===== config.mk =====
export PLATFORM = sky130hd
export DESIGN_NAME = control_pulse_sequencer
export DESIGN_NICKNAME = d
export VERILOG_FILES = /design/src/rtl/control_pulse_sequencer.sv
export SDC_FILE = /design/constraint.sdc
export NUM_CORES = 1
export LEC_CHECK = 0
export ABC_AREA = 1
export ABC_CLOCK_PERIOD_IN_PS = 3200
export CORE_ASPECT_RATIO = 0.7
export CORE_MARGIN = 10
export CORE_UTILIZATION = 30
export CTS_CLUSTER_SIZE = 20
export DETAILED_ROUTE_END_ITERATION = 8
export PLACE_DENSITY_LB_ADDON = 0.15
export SLEW_MARGIN = 20
export SYNTH_ARGS = -nofsm -noshare
export SYNTH_HDL_FRONTEND = slang
export SYNTH_SLANG_ARGS = --single-unit

===== constraint.sdc =====
create_clock -name clk -period 3.2 [get_ports clk]
set_clock_uncertainty 0.1 [all_clocks]
set_input_delay 0.64 -clock clk [delete_from_list [all_inputs] [get_ports clk]]
set_output_delay 0.64 -clock clk [all_outputs]
set_load 0.005 [all_outputs]

===== src/rtl/control_pulse_sequencer.sv =====
// Instruction sequencer driven by a seven-phase timing frame (tp1..tp7): runs each accepted
// instruction as one or two memory cycles, emits registered datapath strobes and checks frame integrity.
module control_pulse_sequencer #(
  parameter int COUNT_W = 16
) (
  input  logic               clk,
  input  logic               rst_n,
  input  logic               tp1,
  input  logic               tp2,
  input  logic               tp3,
  input  logic               tp4,
  input  logic               tp5,
  input  logic               tp6,
  input  logic               tp7,
  input  logic               req,
  input  logic [2:0]         opcode,
  output logic               ack,
  output logic               busy,
  output logic               done,
  output logic               op_err,
  output logic               mem_rd,
  output logic               mem_wr,
  output logic               a_to_g,
  output logic               g_to_a,
  output logic               adder_en,
  output logic               z_load,
  output logic               pc_inc,
  output logic               frame_err,
  output logic [COUNT_W-1:0] mct_count
);

  typedef enum logic [2:0] {
    S_IDLE,
    S_WAIT_FRAME,
    S_MCT1,
    S_MCT2,
    S_ERROR
  } state_t;

  // Strobe vector bit positions
  localparam int SB_RD = 5;
  localparam int SB_WR = 4;
  localparam int SB_AG = 3;
  localparam int SB_GA = 2;
  localparam int SB_AD = 1;
  localparam int SB_ZL = 0;

  state_t               state_reg, state_next;
  logic [6:0]           phase_reg, phase_next;   // one-hot: phase expected on the next sample
  logic [2:0]           op_reg, op_next;
  logic                 run_reg;
  logic [5:0]           strobe_reg, strobe_next, strobe_sel;
  logic                 done_reg, done_next;
  logic                 op_err_reg, op_err_next;
  logic                 pc_inc_reg, pc_inc_next;
  logic                 frame_err_reg, frame_err_next;
  logic [COUNT_W-1:0]   count_reg, count_next;
  logic [6:0]           tp_vec;
  logic                 two_mct;
  logic                 illegal_op;

  assign tp_vec     = {tp7, tp6, tp5, tp4, tp3, tp2, tp1};
  assign two_mct    = (op_reg == 3'd3) || (op_reg == 3'd4);
  assign illegal_op = (op_reg >= 3'd5);

  // Strobes owed for the phase currently expected, given opcode and which MCT is running
  always_comb begin
    strobe_sel = '0;
    unique case (op_reg)
      3'd0: strobe_sel[SB_ZL] = phase_reg[2];
      3'd1: begin
        strobe_sel[SB_RD] = phase_reg[1];
        strobe_sel[SB_GA] = phase_reg[4];
      end
      3'd2: begin
        strobe_sel[SB_AG] = phase_reg[1];
        strobe_sel[SB_WR] = phase_reg[3];
      end
      3'd3, 3'd4: begin
        if (state_reg == S_MCT2) begin
          strobe_sel[SB_AG] = phase_reg[1];
          strobe_sel[SB_WR] = phase_reg[3];
        end else begin
          strobe_sel[SB_RD] = phase_reg[1];
          if (op_reg == 3'd3) strobe_sel[SB_AD] = phase_reg[4];
          else                strobe_sel[SB_GA] = phase_reg[5];
        end
      end
      default: strobe_sel = '0;
    endcase
  end

  always_comb begin
    state_next     = state_reg;
    phase_next     = phase_reg;
    op_next        = op_reg;
    strobe_next    = '0;
    done_next      = 1'b0;
    op_err_next    = 1'b0;
    pc_inc_next    = 1'b0;
    frame_err_next = frame_err_reg;
    count_next     = count_reg;
    ack            = 1'b0;
    busy           = 1'b0;
    unique case (state_reg)
      S_IDLE: begin
        if (run_reg && req) begin
          ack        = 1'b1;
          busy       = 1'b1;
          op_next    = opcode;
          state_next = S_WAIT_FRAME;
        end
      end
      S_WAIT_FRAME: begin
        busy = 1'b1;
        if (tp_vec[0]) begin
          phase_next = 7'b0000010;
          state_next = S_MCT1;
        end
      end
      S_MCT1, S_MCT2: begin
        busy = 1'b1;
        // Exact match against the one-hot expectation also rejects multi-hot and empty samples
        if (tp_vec != phase_reg) begin
          frame_err_next = 1'b1;
          state_next     = S_ERROR;
        end else begin
          strobe_next = strobe_sel;
          phase_next  = {phase_reg[5:0], phase_reg[6]};
          if (phase_reg[6]) begin
            count_next = count_reg + COUNT_W'(1);
            if (state_reg == S_MCT1 && two_mct) begin
              state_next = S_MCT2;
            end else begin
              state_next  = S_IDLE;
              done_next   = 1'b1;
              op_err_next = illegal_op;
              pc_inc_next = (op_reg != 3'd0);
            end
          end
        end
      end
      S_ERROR: state_next = S_ERROR;
      default: state_next = S_IDLE;
    endcase
  end

  // run_reg keeps ack low while reset is asserted and for the first edge after release
  always_ff @(posedge clk or negedge rst_n) begin
    if (!rst_n) begin
      state_reg     <= S_IDLE;
      phase_reg     <= '0;
      op_reg        <= '0;
      run_reg       <= 1'b0;
      strobe_reg    <= '0;
      done_reg      <= 1'b0;
      op_err_reg    <= 1'b0;
      pc_inc_reg    <= 1'b0;
      frame_err_reg <= 1'b0;
      count_reg     <= '0;
    end else begin
      state_reg     <= state_next;
      phase_reg     <= phase_next;
      op_reg        <= op_next;
      run_reg       <= 1'b1;
      strobe_reg    <= strobe_next;
      done_reg      <= done_next;
      op_err_reg    <= op_err_next;
      pc_inc_reg    <= pc_inc_next;
      frame_err_reg <= frame_err_next;
      count_reg     <= count_next;
    end
  end

  assign mem_rd    = strobe_reg[SB_RD];
  assign mem_wr    = strobe_reg[SB_WR];
  assign a_to_g    = strobe_reg[SB_AG];
  assign g_to_a    = strobe_reg[SB_GA];
  assign adder_en  = strobe_reg[SB_AD];
  assign z_load    = strobe_reg[SB_ZL];
  assign done      = done_reg;
  assign op_err    = op_err_reg;
  assign pc_inc    = pc_inc_reg;
  assign frame_err = frame_err_reg;
  assign mct_count = count_reg;

endmodule


==> impl.org <==
** Worst setup path
- Worst reg2reg endpoint :: mct_count[3]
- STA classifies the critical path startpoint as an input port.
- Critical path fanouts, max :: 6
- Worst reg2reg path startpoint :: phase_reg[0]
- Master of the slowest instance on the critical path :: sky130_fd_sc_hd__clkdlybuf4s50_1
- Walking the worst path, the cells encountered are clkdlybuf4s50_1 > nand2_1 > nor2_1 > clkdlybuf4s50_1.
- Minimum setup slack among reg-to-reg paths :: around 1300 ps
- For the worst setup path, the data arrival time is just over 2000 ps.
- Type of destination of the critical path :: primary output
- Reg2reg path depth :: 6
- Largest incremental delay on the critical path :: 570 ps
- Cell repeated most along the worst path :: sky130_fd_sc_hd__clkdlybuf4s50_1
- Worst Path Class, Setup :: in2out
- For the worst setup path, the data required time is 2460 ps.

** Final layout
- The area growth from synthesis to layout is 26.3%.
- Of the cells placed in the final design, the portion with a size suffix greater than 1 is 7.51%.
- The finished cells cover around 2700 um^2.
- Count of inserted antenna diode cells :: 0
- Largest register FFs :: 16
- The final layout contains between 300 and 400 nets.

** Power and ir drop
- Power per cell area :: around 480 nW/um^2
- The analysis attributes to cell leakage a power of 1.22 nW.
- The worst-case IR drop observed on VDD is around 0.00027 V.

** Yosys
- In this run, distinct cell masters in the synthesized netlist total 30.
- Average cell area after synthesis :: between 7 and 8 um^2
- Synthesized net count :: ~300
- The cell area that synthesis handed to floorplanning was roughly 2200 um^2.
- Number of flip-flops and latches in the synthesized netlist :: 40
- Summing the areas of all fa, ha and maj instances in the mapped netlist gives less than 1% of the synthesized area.
- Part of the Yosys area used for sequential elements :: 46.3%
- The Yosys step of the flow raised 0 warnings.
- After synthesis, the largest area contributor takes up between 40% and 50% of total cell area.
- Cell types occupying the most area after synthesis :: sky130_fd_sc_hd__dfrtp_1 46%, sky130_fd_sc_hd__nand2_1 19%, sky130_fd_sc_hd__inv_1 6.2%
- Summing the areas of all compound-gate instances in the mapped netlist gives about 6.9% of the synthesized area.
- Post-synthesis mux area share :: 0%
- Fraction of synthesized cell area in xor and xnor cells :: 5.26%
- Summing the areas of all and, or, nand and nor instances in the mapped netlist gives 33.0% of the synthesized area.
- The biggest area contributor in the post-synthesis netlist is sky130_fd_sc_hd__dfrtp_1.
- Gate count after technology mapping :: between 200 and 300
- Combinational family with the most area after synthesis :: simple AND/OR/NAND/NOR gates

** Clock network
- The number of setup buffers added after CTS is 0.
- The clock passes through at most 2 buffers.
- TritonCTS clock tree :: done
- Hold repair after CTS inserted 0 buffers.
- Post-cts repair resize count :: 0
- The clock drives 40 sinks.
- Htree depth :: 2
- The clock reaches the later pin of the worst-skew pair after approximately 290 ps.
- Clock Pin Slew Worst Setup and Hold Paths :: 70 ps
- Number of buffers added by the clock tree synthesis step :: 5
- Clock root buffer master :: sky130_fd_sc_hd__clkbuf_8

** STA
- Slew HR :: a little under two fifths
- Final hold analysis gives a worst-case slack of approximately 380 ps.
- Setup violations remaining at the end of the flow were counted as 0.
- The number of failing hold endpoints at the final stage came to 0.
- The number of slew-limit violations in the final report was 0.
- For the pin with the worst max-slew slack, the measured transition is 928 ps.
- F_max :: approximately 360 MHz
- Setup repair after global routing left no endpoint under its margin.
- Share of the clock period used by the worst path :: 86.6%
- Adding up every negative setup slack in the final design gives 0 ps.
- Post-route minimum period :: approximately 2800 ps

** Global routing
- The number of global-route vias before repair came to around 1,800.
- GRT Util Overall :: 10.1%
- Largest net degree at the start of global routing :: 41
- The initial antenna violation count is 0.
- Global routing finished with a remaining overflow of 0.
- Global-route wire length before repair :: between 9 and 10 mm

** Hold path
- Depth of the worst hold-timing path :: 2
- End of the worst hold path :: frame_err
- In this run the most critical hold path is launched from frame_err.
- In this run the worst hold path is classified as reg2reg.

** Job
- Reported max-cap violation count :: 0

** Route
- Post-route DRC :: 0
- Summing over every cut layer, the via total after detailed routing is approximately 1,800.
- Per-cell routed wire length :: between 10 and 15 um
- For this block, the initial DRC count from the detailed router was 117.
- Drt via density :: around 4.2
- Post-detailed-routing wire length :: about 5.3 mm
- Before antenna repair, the detailed router went through 4 iterations.
- Once detail routing completed, the nets flagged for antenna violations numbered 0.

** Die
- Starting Density :: between 30% and 40%
- Measured along the y axis, the die boundary spans 91.0 um.
- The die covers 11,100 um^2.
- about 40 I/O pins were placed.
- In this run the core area contains 25 standard-cell rows.
- The die is 121 um wide.
- Total core area :: a little under 7000 um^2

** Placed design
- Final GP Congestion :: around 0.73
- After legalization and detailed placement, the total HPWL measured ~4.0 mm.
- Buffers placed on the I/O ports in this run total 40.
- Cell area after placement :: about 2700 um^2

** Outcome
- Status :: finished, final reports clean
cell type report:
| class | instances | area (um^2) |
|---|---|---|
| clock buffers | 6 | 72.6 |
| clock inverters | 1 | 5.00 |
| repair buffers | 41 | 403 |
| flip-flops and latches | 40 | 1000 |
| well taps | 94 | 118 |
| multi-input cells | 208 | 993 |
| inverters | 37 | 139 |
| fillers | 737 | 4150 |
worst max-delay path by stage:
stage | slack (ps) | to | startpoint
after floorplan | 1500 | ack | req
after global placement | 440 | ack | req
after detailed placement | 410 | ack | req
after CTS | 410 | ack | req
after global routing | 320 | ack | req
final | 430 | ack | req
synth_stat cells:
cell type	instances
sky130_fd_sc_hd__nor3b_1	1
sky130_fd_sc_hd__o21ai_2	8
sky130_fd_sc_hd__nand3_1	13
sky130_fd_sc_hd__buf_6	2
sky130_fd_sc_hd__ha_1	1
sky130_fd_sc_hd__nand3b_1	1
sky130_fd_sc_hd__a211oi_1	1
sky130_fd_sc_hd__buf_4	1
sky130_fd_sc_hd__nand2_1	108
sky130_fd_sc_hd__nor2_2	1
sky130_fd_sc_hd__xor2_1	6
sky130_fd_sc_hd__inv_1	36
sky130_fd_sc_hd__a21oi_1	2
sky130_fd_sc_hd__and2_1	1
sky130_fd_sc_hd__dfrtp_1	40
sky130_fd_sc_hd__nand2_2	1
sky130_fd_sc_hd__o21ai_0	7
sky130_fd_sc_hd__xnor2_1	7
sky130_fd_sc_hd__nor2_1	32
sky130_fd_sc_hd__nor3_1	3
sky130_fd_sc_hd__o22ai_1	2
sky130_fd_sc_hd__nand4_1	2
sky130_fd_sc_hd__nor3_2	1
sky130_fd_sc_hd__or2_2	2
sky130_fd_sc_hd__nor2_4	2
sky130_fd_sc_hd__nor4_1	1
sky130_fd_sc_hd__conb_1	1
sky130_fd_sc_hd__inv_2	1
sky130_fd_sc_hd__o21ai_1	3
sky130_fd_sc_hd__nand3_2	1
cell usage in the layout (no fill, tap or decap):
cell / instances
sky130_fd_sc_hd__nand3_2: 1
sky130_fd_sc_hd__clkbuf_8: 5
sky130_fd_sc_hd__nor3b_1: 1
sky130_fd_sc_hd__o21ai_0: 7
sky130_fd_sc_hd__ha_1: 1
sky130_fd_sc_hd__clkinv_2: 1
sky130_fd_sc_hd__and2_1: 1
sky130_fd_sc_hd__xor2_1: 6
sky130_fd_sc_hd__nand3_1: 13
sky130_fd_sc_hd__nor2_4: 2
sky130_fd_sc_hd__a211oi_1: 1
sky130_fd_sc_hd__nand3b_1: 1
sky130_fd_sc_hd__nand2_1: 108
sky130_fd_sc_hd__buf_2: 1
sky130_fd_sc_hd__or2_2: 2
sky130_fd_sc_hd__o21ai_1: 3
sky130_fd_sc_hd__nand2_2: 1
sky130_fd_sc_hd__nor2_1: 32
sky130_fd_sc_hd__clkbuf_1: 1
sky130_fd_sc_hd__clkdlybuf4s50_1: 39
sky130_fd_sc_hd__nand4_1: 2
sky130_fd_sc_hd__o22ai_1: 2
sky130_fd_sc_hd__o21ai_2: 8
sky130_fd_sc_hd__nor3_2: 1
sky130_fd_sc_hd__dfrtp_1: 40
sky130_fd_sc_hd__nor4_1: 1
sky130_fd_sc_hd__nor2_2: 1
sky130_fd_sc_hd__a21oi_1: 2
sky130_fd_sc_hd__conb_1: 1
sky130_fd_sc_hd__nor3_1: 3
sky130_fd_sc_hd__inv_2: 1
sky130_fd_sc_hd__buf_4: 1
sky130_fd_sc_hd__xnor2_1: 7
sky130_fd_sc_hd__inv_1: 36
where the power goes:
group	internal [mW]	switching, mW
clock	0.148	0.167
sequential	0.550	0.0641
combinational	0.138	0.239
per-stage QoR:
step	util, %	setup slack [ps]	power [mW]	cells
floorplan	-	1500	0.865	288
global placement	38.6	438	1.00	420
detailed placement	38.6	407	1.00	420
CTS	39.7	405	1.33	427
global route	39.7	316	1.42	427
finish	39.7	429	1.31	427
logic make-up (layout without fill, tap and decap cells):
group           after synthesis  count (layout)
flops                        40              40
other cells                   1               1
simple gates                170             170
buf+inv                      40              85
compound gates               23              23
fa+ha+maj                     1               1
xor+xnor                     13              13
per-layer routing:
metal  global-route usage, %  routed length [um]  vias to the layer above
li1                        -                   -                      969
met1                    15.0                2880                      810
met2                    13.5                2120                       27
met3                    2.60                 217                        5
met4                    3.27                  58                        0
met5                       0                   0                        -
worst max-delay path, delay by kind of cell:
kind / cells / cell delay, ps
buffers and inverters: 2 / 1030
and+or+nand+nor: 2 / 360
(Power assumes the default switching activity.)
